===== src/rtl/wb_arbiter.sv =====
// -----------------------------------------------------------------------------
// wb_arbiter
//
// Writeback arbiter between the functional units and the single ROB writeback
// port. Each source has its own small FIFO. A round-robin arbiter picks one
// non-empty FIFO per cycle, and the picked head is registered onto the wb_* bus.
// Sources see ready/valid backpressure. The ROB side always accepts.
//
// Parameters
//   NUM_SRC   number of writeback sources (2..8)
//   DEPTH     entries per source FIFO (power of 2, >= 2)
//
// Ports
//   clk          clock, all state on the rising edge
//   rst_n        asynchronous active-low reset
//   rob_flush    synchronous flush: empties the FIFOs, drops offered beats,
//                and suppresses the grant
//   src_valid    per-source result valid
//   src_ready    per-source FIFO not full (registered state only)
//   src_error    per-source exception flag
//   src_ecause   per-source exception cause, source i at [5i+4:5i]
//   src_robid    per-source ROB index,       source i at [7i+6:7i]
//   src_result   per-source result,          source i at [32i+31:32i]
//   wb_valid     writeback valid to the ROB
//   wb_error     writeback exception flag
//   wb_ecause    writeback exception cause
//   wb_robid     writeback ROB index
//   wb_result    writeback result
//   wb_busy      high when wb_valid is high or any FIFO holds data
// -----------------------------------------------------------------------------
module wb_arbiter #(
    parameter int NUM_SRC = 4,
    parameter int DEPTH   = 2
) (
    input  logic                    clk,
    input  logic                    rst_n,
    input  logic                    rob_flush,
    input  logic [NUM_SRC-1:0]      src_valid,
    output logic [NUM_SRC-1:0]      src_ready,
    input  logic [NUM_SRC-1:0]      src_error,
    input  logic [5*NUM_SRC-1:0]    src_ecause,
    input  logic [7*NUM_SRC-1:0]    src_robid,
    input  logic [32*NUM_SRC-1:0]   src_result,
    output logic                    wb_valid,
    output logic                    wb_error,
    output logic [4:0]              wb_ecause,
    output logic [6:0]              wb_robid,
    output logic [31:0]             wb_result,
    output logic                    wb_busy
);

    localparam int AW = $clog2(DEPTH);
    localparam int PW = $clog2(NUM_SRC);
    localparam int EW = 1 + 5 + 7 + 32;     // {error, ecause, robid, result}

    localparam logic [AW:0] PTR_ONE = (AW+1)'(1);
    localparam logic [PW:0] NSRC_W  = (PW+1)'(NUM_SRC);

    logic [NUM_SRC-1:0] push;
    logic [NUM_SRC-1:0] pop;
    logic [NUM_SRC-1:0] not_empty;
    logic [NUM_SRC-1:0] not_full;
    logic [EW-1:0]      head [NUM_SRC];

    logic [PW-1:0]      rr_ptr_reg;
    logic [PW-1:0]      grant_idx;
    logic               grant_valid;

    logic               wb_valid_reg;
    logic               wb_error_reg;
    logic [4:0]         wb_ecause_reg;
    logic [6:0]         wb_robid_reg;
    logic [31:0]        wb_result_reg;

    // -------------------------------------------------------------------------
    // Per-source FIFOs. The pointers carry one extra polarity bit, so that
    // full and empty can be told apart when the index bits are equal.
    // -------------------------------------------------------------------------
    genvar gi;
    generate
        for (gi = 0; gi < NUM_SRC; gi++) begin : g_fifo
            logic [AW:0]   wr_ptr_reg;
            logic [AW:0]   rd_ptr_reg;
            logic [EW-1:0] mem [DEPTH];

            assign not_empty[gi] = (wr_ptr_reg != rd_ptr_reg);
            assign not_full[gi]  = !((wr_ptr_reg[AW-1:0] == rd_ptr_reg[AW-1:0]) &&
                                     (wr_ptr_reg[AW]     != rd_ptr_reg[AW]));

            // Beats offered during a flush are dropped even when ready is high.
            assign push[gi] = src_valid[gi] & not_full[gi] & ~rob_flush;
            assign pop[gi]  = grant_valid && (grant_idx == PW'(gi));

            always_ff @(posedge clk or negedge rst_n) begin
                if (!rst_n) begin
                    wr_ptr_reg <= '0;
                    rd_ptr_reg <= '0;
                end else if (rob_flush) begin
                    wr_ptr_reg <= '0;
                    rd_ptr_reg <= '0;
                end else begin
                    if (push[gi]) wr_ptr_reg <= wr_ptr_reg + PTR_ONE;
                    if (pop[gi])  rd_ptr_reg <= rd_ptr_reg + PTR_ONE;
                end
            end

            // The storage is not reset. An entry is read only after it is written.
            always_ff @(posedge clk) begin
                if (push[gi]) begin
                    mem[wr_ptr_reg[AW-1:0]] <= {src_error[gi],
                                                src_ecause[5*gi +: 5],
                                                src_robid[7*gi +: 7],
                                                src_result[32*gi +: 32]};
                end
            end

            assign head[gi] = mem[rd_ptr_reg[AW-1:0]];
        end
    endgenerate

    assign src_ready = not_full;

    // -------------------------------------------------------------------------
    // Round-robin arbitration. The search starts at the source after the last
    // grant. A flush cycle issues no grant, so nothing pops while the FIFOs clear.
    // -------------------------------------------------------------------------
    always_comb begin
        logic [PW:0] sum;
        grant_valid = 1'b0;
        grant_idx   = '0;
        sum         = '0;
        for (int k = 1; k <= NUM_SRC; k++) begin
            sum = {1'b0, rr_ptr_reg} + (PW+1)'(k);
            if (sum >= NSRC_W) sum = sum - NSRC_W;
            if (!grant_valid && not_empty[sum[PW-1:0]]) begin
                grant_valid = 1'b1;
                grant_idx   = sum[PW-1:0];
            end
        end
        if (rob_flush) grant_valid = 1'b0;
    end

    // After reset the pointer is set to the last source, so source 0 is searched first.
    always_ff @(posedge clk or negedge rst_n) begin
        if (!rst_n) begin
            rr_ptr_reg <= PW'(NUM_SRC - 1);
        end else if (grant_valid) begin
            rr_ptr_reg <= grant_idx;
        end
    end

    // -------------------------------------------------------------------------
    // Registered writeback bus. The payload fields hold their value when there
    // is no grant. Only wb_valid drops.
    // -------------------------------------------------------------------------
    always_ff @(posedge clk or negedge rst_n) begin
        if (!rst_n) begin
            wb_valid_reg  <= 1'b0;
            wb_error_reg  <= 1'b0;
            wb_ecause_reg <= '0;
            wb_robid_reg  <= '0;
            wb_result_reg <= '0;
        end else if (grant_valid) begin
            wb_valid_reg  <= 1'b1;
            {wb_error_reg, wb_ecause_reg, wb_robid_reg, wb_result_reg} <= head[grant_idx];
        end else begin
            wb_valid_reg  <= 1'b0;
        end
    end

    assign wb_valid  = wb_valid_reg;
    assign wb_error  = wb_error_reg;
    assign wb_ecause = wb_ecause_reg;
    assign wb_robid  = wb_robid_reg;
    assign wb_result = wb_result_reg;
    assign wb_busy   = wb_valid_reg | (|not_empty);

endmodule


===== config.mk =====
export PLATFORM = sky130hd
export DESIGN_NAME = wb_arbiter
export DESIGN_NICKNAME = d
export VERILOG_FILES = /design/src/rtl/wb_arbiter.sv
export SDC_FILE = /design/constraint.sdc
export NUM_CORES = 1
export LEC_CHECK = 0
export ABC_AREA = 1
export CAP_MARGIN = 20
export CORE_MARGIN = 4
export CORE_UTILIZATION = 40
export DETAILED_ROUTE_END_ITERATION = 12
export MAX_ROUTING_LAYER = met4
export PLACE_DENSITY = 0.68
export SLEW_MARGIN = 20
export SYNTH_ARGS = -nofsm -noshare
export SYNTH_HDL_FRONTEND = slang
export SYNTH_SLANG_ARGS = --single-unit

===== constraint.sdc =====
create_clock -name clk -period 6.2 [get_ports clk]
set_clock_uncertainty 0.1 [all_clocks]
set_input_delay 1.24 -clock clk [delete_from_list [all_inputs] [get_ports clk]]
set_output_delay 1.24 -clock clk [all_outputs]
set_load 0.01 [all_outputs]

## Yosys cells after proc, flatten, opt, wreduce, memory -nomap -nowiden

Memory sizes are Yosys's and may differ from the RTL's.
Index checks and enable logic that the tools add are counted.

| storage, ports and cells | value |
|---|---|
| register bits after elaboration | 64 |
| bits in writable memories | 360 |
| input bits | 187 |
| output and inout bits | 51 |
| logic and storage cells | 146 |
| memories kept | 4 |

| cells by class | value |
|---|---|
| add/subtract/negate cells | 16 |
| order comparisons | 9 |
| eq/ne operators | 15 |
| mux-type cells | 49 |
| bitwise logic cells | 11 |
| reductions and logical operators | 28 |

Memories:

| name | words | width | rd ports | clocked after Yosys merged registers in | write ports | line | source |
|---|---|---|---|---|---|---|---|
| g_fifo[0].mem | 2 | 45 | 1 | 0 | 1 | 84 | `logic [EW-1:0] mem [DEPTH];` |
| g_fifo[1].mem | 2 | 45 | 1 | 0 | 1 | 84 |  |
| g_fifo[2].mem | 2 | 45 | 1 | 0 | 1 | 84 |  |
| g_fifo[3].mem | 2 | 45 | 1 | 0 | 1 | 84 |  |

Operators by type and width:

| operator | count |
|---|---|
| 45-bit binary-select mux with 2-bit select | 1 |
| 45-bit two-way mux | 2 |
| 2-bit two-way mux | 24 |
| 1-bit two-way mux | 18 |
| 2-bit by 1-bit adder with 2-bit output (second input constant) | 8 |
| 2-bit nonzero test | 8 |
| 3-bit greater-or-equal comparator (second input constant) | 5 |
| 2-bit by 3-bit less-than comparator with 1-bit output (second input constant) | 4 |
| 1-bit logical AND | 11 |
| 1-bit bitwise AND | 8 |
| 1-bit binary-select mux with 2-bit select | 4 |
| 2-bit != test | 4 |
| 2-bit by 1-bit subtractor with 2-bit output (second input constant) | 4 |
| 1-bit zero test | 7 |
| 2-bit by 2-bit adder with 3-bit output (second input constant) | 2 |
| 1-bit equality test | 4 |
| 2-bit equality test (second input constant) | 2 |
| 1-bit != test | 4 |
| 4-bit OR reduction | 1 |
| 2-bit by 1-bit adder with 3-bit output (second input constant) | 1 |
| 2-bit by 3-bit adder with 3-bit output (second input constant) | 1 |
| 2-bit inverter with 3-bit output | 1 |
| 2-bit by 1-bit equality test with 1-bit output (second input constant) | 1 |
| 2-bit zero test | 1 |
| other kinds (2) | 2 |

## Longest topological paths before layout

Gate-level depths: netlist of the first run.

| depth | value |
|---|---|
| word-level depth | 19 |
| depth in mapped cells | 20 |
| depth with buffers taken out | 17 |

## Worst setup path before layout of the first run

No wires, ideal clock.

| timing | value |
|---|---|
| path type | input to register |
| start point | input rob_flush |
| end point | memory g_fifo[0].mem[1][0] (netlist bit) (enable) |
| setup time | 0.506 ns |
| arrival time | 4.627 ns |
| required time | 5.594 ns |
| path slack | 0.967 ns |
| cell stages on the path | 2 |
| buffers on the path | 1 |
| cells stage by stage | clkbuf_1 -> nor3_1 |

| on the way | value |
|---|---|
| cells in the longest elaborated chain, start to end | 4 |

RTL lines:

| what | line | source |
|---|---|---|
| start: declaration | 37 | `input logic rob_flush,` |
| 1-bit inverter | 91 | `assign push[gi] = src_valid[gi] & not_full[gi] & ~rob_flush;` |
| 1-bit bitwise AND | 91 |  |
| 1-bit two-way mux | 109 | `if (push[gi]) begin` |
| 1-bit two-way mux (implied by the code) | 110 | `mem[wr_ptr_reg[AW-1:0]] <= {src_error[gi],` |
| end: declaration | 84 |  |

No other way between the ends.

## Worst setup path after layout of the first run

| timing | value |
|---|---|
| start point | register g_fifo[2].rd_ptr_reg[0] |
| end point | output wb_busy |

| on the way | value |
|---|---|
| cells in the longest elaborated chain, start to end | 3 |

RTL lines:

| what | line | source |
|---|---|---|
| start: declaration | 83 | `logic [AW:0] rd_ptr_reg;` |
| start signal: assignment | 103 | `if (pop[gi]) rd_ptr_reg <= rd_ptr_reg + PTR_ONE;` |
| 2-bit != test | 86 | `assign not_empty[gi] = (wr_ptr_reg != rd_ptr_reg);` |
| 4-bit OR reduction | 176 | `assign wb_busy = wb_valid_reg \| (\|not_empty);` |
| 1-bit bitwise OR | 176 |  |
| end: declaration | 49 | `output logic wb_busy` |

No other way between the ends.

==> metrics, run 1 <==
CTS root buffer=clkbuf_16; GP Congestion=0.965; setup violators final=0; vias in the first global route=12.8k; library cells used by synthesis=29; Final Cell Area=22100 um2; hold buffers post-CTS=0; Chip Width=219 um; crit start category=flip-flop; IO Count=238; flop-to-flop setup slack=2380 ps; ys async rst share=15.1%; initial antenna violation count=0; Post-DP HPWL=31.0 mm; PwrDens=516 nW/um2; Post-synth EDFFs=360; kind of critical path=reg -> out; first-pass GRT wire length=72.4 mm; reg-to-reg endpoint=wb_ecause[2]; clock period minus worst slack=4540 ps; Yosys warning total=0; reg2reg path depth=16; gr usage total=20.3%; hold depth=2; First-pass DRT Iterations=5; max reg flops=360; Mapped Avg Cell Area=10.1 um2; Worst VDD drop=584 uV; Primary FF master, synth=edfxtp_1; DRC errors left=0; total power=0.0114 W; PostCTS Resize Cnt=0; final WL=48.0 mm; RSZ-0062 raised after global routing=no; flops & latches, synth=424; CP Data Required Time=4860 ps; setup TNS=0 ps; CP max-delay cell=inv_2; Worst setup EP type=output port; Top delay family on crit path=simple AND/OR/NAND/NOR gates; worst-path fanout max=47; FP Rows=77; commonest non-fill, non-tap cells in the layout=nand2_1 (1045), edfxtp_1 (360), clkdlybuf4s50_1 (236); CTS tree=done; reg-to-reg startpoint=g_fifo[2].rd_ptr_reg[0]; CP max stage delay=630 ps; post-CTS setup buffers=0; Worst Hold Slack=383 ps; clk_lat worst skew=560 ps; Clock Path Buffers=3; fraction of layout cells with a size suffix above 1=5.82%; min-delay src=wb_result[28]; Cell Area, Placed=20700 um2; leakage power=9.36 nW; Syn Nets=1946; Clock transition at path regs=60 ps; via count=12.8k; Worst Hold Class=reg -> reg; CTS Buf Count=46; final std cells w/o fill=2604; DRT iter0 DRCs=1034; Post-Synthesis Cells=1759; Final Hold Viols=0; status=completed; Nets=2162; commonest non-fill, non-tap cell in the layout=nand2_1; total die area=48000 um2; crit path DAT=3200 ps; max-cap violations=0; Slew headroom=26.5%; Port Buffer Count=237; Initial Util=40.4%; antenna cells=0; Hold Path End=wb_result[28]; per-cell routed wire length=18.4 um; P&R area growth vs syn=24.2%; Max Fclk=220 MHz; placed insts=2518; pin count of the biggest net entering global routing=91; antenna-violating nets left=0; final period utilization=73.3%; Buf/Inv on CP=2; post-synthesis sequential area ratio=69.7%; Vias/cell=4.93; crit-path most repeated cell=nand2_1; core box area=44100 um2; Worst-Margin Slew=1100 ps; mapped cell area=17800 um2; GRT overflow=0; Num Clock Sinks=424; overall die height=219 um; CTS H-tree lvls=2; max-slew violation count=0; cell chain of the critical path=inv_2 -> nand2_1 -> nand2_1 -> nand3_1 -> nand3_1 -> nand2_2 -> nor2_4 -> nand2_1 -> nor2_1 -> nand2_1 -> clkdlybuf4s50_1
## cells by family after synthesis
logic type | count (synthesis) | synth area share (%)
simple gates | 1190 | 26.4
compound gates | 19 | 0.548
xor+xnor | 6 | 0.337
buf+inv | 120 | 3.04
flops | 424 | 69.7
## stage by stage
step	setup slack, ps	utilization (%)
2_1_floorplan	967	-
3_3_place_gp	2140	46.9
3_5_place_dp	2160	46.9
4_1_cts	1540	50.1
5_1_grt	1260	50.1
6_report	1660	50.1
## synth_stat cells (2+ instances only)
| cell | n | area, um2 |
|---|---|---|
| nand2_1 | 1045 | 3920 |
| edfxtp_1 | 360 | 10800 |
| nand3_1 | 116 | 581 |
| dfrtp_1 | 62 | 1550 |
| clkbuf_1 | 45 | 169 |
| buf_2 | 22 | 110 |
| inv_1 | 19 | 71.3 |
| buf_1 | 16 | 60.1 |
| inv_2 | 9 | 33.8 |
| o21ai_0 | 9 | 45.0 |
| nor3_1 | 8 | 40.0 |
| a21oi_1 | 6 | 30.0 |
| buf_6 | 6 | 67.6 |
| nor2_1 | 6 | 22.5 |
| nand4_1 | 4 | 25.0 |
| xor2_1 | 4 | 35.0 |
| nand2_2 | 3 | 18.8 |
| nor2_4 | 3 | 33.8 |
| o21ai_1 | 3 | 15.0 |
| dfstp_2 | 2 | 52.6 |
| nand2_4 | 2 | 22.5 |
| nand3_2 | 2 | 20.0 |
## metal layers
| layer | GRT usage [%] | vias up | wire (um) |
|---|---|---|---|
| li1 | - | 6173 | - |
| met4 | 7.18 | 0 | 1680 |
| met1 | 26.7 | 6121 | 20100 |
| met2 | 32.7 | 442 | 23000 |
| met5 | - | - | 0 |
| met3 | 2.80 | 97 | 3120 |
## where the power goes
part,internal [W],switching [W]
registers,0.00349,0.000215
logic,0.00156,0.00362
clock network,0.00146,0.00108
total,0.00650,0.00491
## area by class of cell
cell class,instances,area (um2)
Multi-Input combinational cell,1215,4910
Inverter,29,111
Timing Repair Buffer,259,2550
Tap cell,592,741
Clock buffer,62,1250
Fill cell,4043,22000
Sequential cell,424,12400
Clock inverter,23,138
## worst max path at each step
stage	startpoint	to	slack, ps	cells past startpoint
final	g_fifo[2].rd_ptr_reg[0]	wb_busy	1660	11
after global routing	g_fifo[2].rd_ptr_reg[0]	wb_busy	1260	11
after floorplan	rob_flush	g_fifo[0].mem[1][0]	970	2
after CTS	g_fifo[2].rd_ptr_reg[0]	wb_busy	1540	11
after detailed placement	g_fifo[2].rd_ptr_reg[0]	wb_busy	2160	11
after global placement	rob_flush	g_fifo[2].mem[1][2]	2140	3
## tightest hold or removal path, stage by stage (launching register included)
cell     delay, ps
dfrtp_1        340
nand2_1         60
nand2_1         50
(Power assumes the default switching activity.)
==> inputs of run 2 (changes only) <==
--- a/config.mk
+++ b/config.mk
@@ -11,7 +11,7 @@
 export CORE_UTILIZATION = 40
 export DETAILED_ROUTE_END_ITERATION = 12
 export MAX_ROUTING_LAYER = met4
-export PLACE_DENSITY = 0.68
+export PLACE_DENSITY = 0.7
 export SLEW_MARGIN = 20
 export SYNTH_ARGS = -nofsm -noshare
 export SYNTH_HDL_FRONTEND = slang
==> constraint.sdc (replaced) <==
create_clock -name clk -period 3.6 [get_ports clk]
set_clock_uncertainty 0.1 [all_clocks]
set_input_delay 0.72 -clock clk [delete_from_list [all_inputs] [get_ports clk]]
set_output_delay 0.72 -clock clk [all_outputs]
set_load 0.01 [all_outputs]
==> metrics, run 2 (synthesis results as in run 1) <==
status=completed; sequential share of power=31.7%; post-CTS setup buffers=0; GP Congestion=0.847; placed insts=2526; crit start category=flip-flop; DRC errors left=0; First-pass DRT Iterations=5; GRT overflow=0; Worst VDD drop=949 uV; max-cap violations=0; Vias/cell=4.96; Final Hold Viols=0; kind of critical path=reg -> out; Initial Util=40.4%; Port Buffer Count=237; Clock power frac=22.9%; Max Fclk=293 MHz; clk_lat worst skew=550 ps; Post-DP HPWL=31.6 mm; clock period minus worst slack=3420 ps; first-pass GRT wire length=72.9 mm; setup violators final=0; total die area=48000 um2; RSZ-0062 raised after global routing=no; fraction of layout cells with a size suffix above 1=6.35%; Nets=2168; final WL=48.2 mm; pin count of the biggest net entering global routing=91; final std cells w/o fill=2609; Slew headroom=42.4%; initial antenna violation count=2; core box area=44100 um2; Power Internal=0.0115 W; Num Clock Sinks=424; max-slew violation count=0; cell chain of the critical path=xnor2_2 -> inv_2 -> nand3_1 -> nand2_2 -> nor2_4 -> nand2_1 -> nor2_4 -> nand2_1 -> clkdlybuf4s50_1; Clock Path Buffers=3; per-cell routed wire length=18.5 um; CTS root buffer=clkbuf_16; antenna-violating nets left=0; vias in the first global route=12.8k; overall die height=219 um; leakage power=9.44 nW; commonest non-fill, non-tap cell in the layout=nand2_1; max reg flops=360; worst-path fanout max=7; Buf/Inv on CP=2; sw frac=42.6%; Chip Width=219 um; CP max-delay cell=dfstp_2; Clock transition at path regs=60 ps; Worst Hold Class=in -> async; IO Count=238; CP Data Required Time=2780 ps; via count=12.9k; gr usage total=20.5%; Worst setup EP type=output port; CTS Buf Count=45; sw power=0.00855 W; CTS H-tree lvls=2; PwrDens=898 nW/um2; P&R area growth vs syn=25.5%; DRT iter0 DRCs=1098; Worst-Margin Slew=865 ps; crit path DAT=2600 ps; final period utilization=94.9%; CTS tree=done; setup TNS=0 ps; FP Rows=77; commonest non-fill, non-tap cells in the layout=nand2_1 (1045), edfxtp_1 (360), clkdlybuf4s50_1 (236); Top delay family on crit path=simple AND/OR/NAND/NOR gates; Logic pwr share=45.4%; CP max stage delay=620 ps
run 2: cell types whose count changed in the layout (fill, tap and decap cells not counted), sizes merged:
cell      delta
buf          +7
clkbuf       -5
clkinv       -5
bufinv       +4
clkinvlp     +3
diode        +2
inv          -1
run 2: what timing repair did:
item,in CTS,in global routing
cloned,0,0
resized for setup,1,2
endpoints found under the hold margin,0,0
hold buffers,0,0
setup endpoints to repair,1,1
run 2: final timing paths:
kind                          startpoint       endpoint  slack (ps)  depth (start not counted)
setup / recovery           rr_ptr_reg[0]        wb_busy         180                          9
hold / removal                     rst_n  wb_result[28]         180                          1
setup reg to reg           rr_ptr_reg[0]  wb_result[25]         670                         13
min in group clk            wb_result[9]   wb_result[9]         380                          2
hold reg to reg             wb_result[9]   wb_result[9]         380                          2
max in group asynchronous          rst_n   wb_result[1]        2450                          2
run 2: power groups by stage:
stage | logic, W | registers, W | clock network, W
global placement | 0.00909 | 0.00642 | 0
finish | 0.00910 | 0.00636 | 0.00460
detailed placement | 0.00929 | 0.00643 | 0
floorplan | 0.00599 | 0.00643 | 0
CTS | 0.00931 | 0.00635 | 0.00470
global route | 0.0102 | 0.00640 | 0.00491
run 2: per-layer routing:
| layer | track usage [%] | wire [um] | share of wire, % |
|---|---|---|---|
| met2 | 33.5 | 23500 | 49 |
| met5 | - | 0 | 0 |
| met3 | 3.46 | 3480 | 7.2 |
| met4 | 7.33 | 1690 | 3.5 |
| met1 | 26.1 | 19600 | 41 |
run 2: final cells by class:
type	count	area [um2]
Fill cell	3952	21800
Inverter	29	111
Sequential cell	424	12400
Multi-Input combinational cell	1215	4910
Timing Repair Buffer	266	2700
Antenna cell	2	5.00
Clock buffer	57	1210
Tap cell	592	741
Clock inverter	24	250
run 2: per-stage QoR:
stage / total power [W] / worst slack (ps) / util (%) / cell area, um2 / hold WS (ps)
3_3_place_gp: 0.0155 / 659 / 47.3 / 20900 / 365
4_1_cts: 0.0204 / 81.1 / 50.6 / 22300 / 165
5_1_grt: 0.0215 / 24.5 / 50.6 / 22300 / 235
3_5_place_dp: 0.0157 / 630 / 47.3 / 20900 / 368
2_1_floorplan: 0.0124 / -1110 / - / 17800 / 324
6_report: 0.0201 / 182 / 50.6 / 22300 / 176
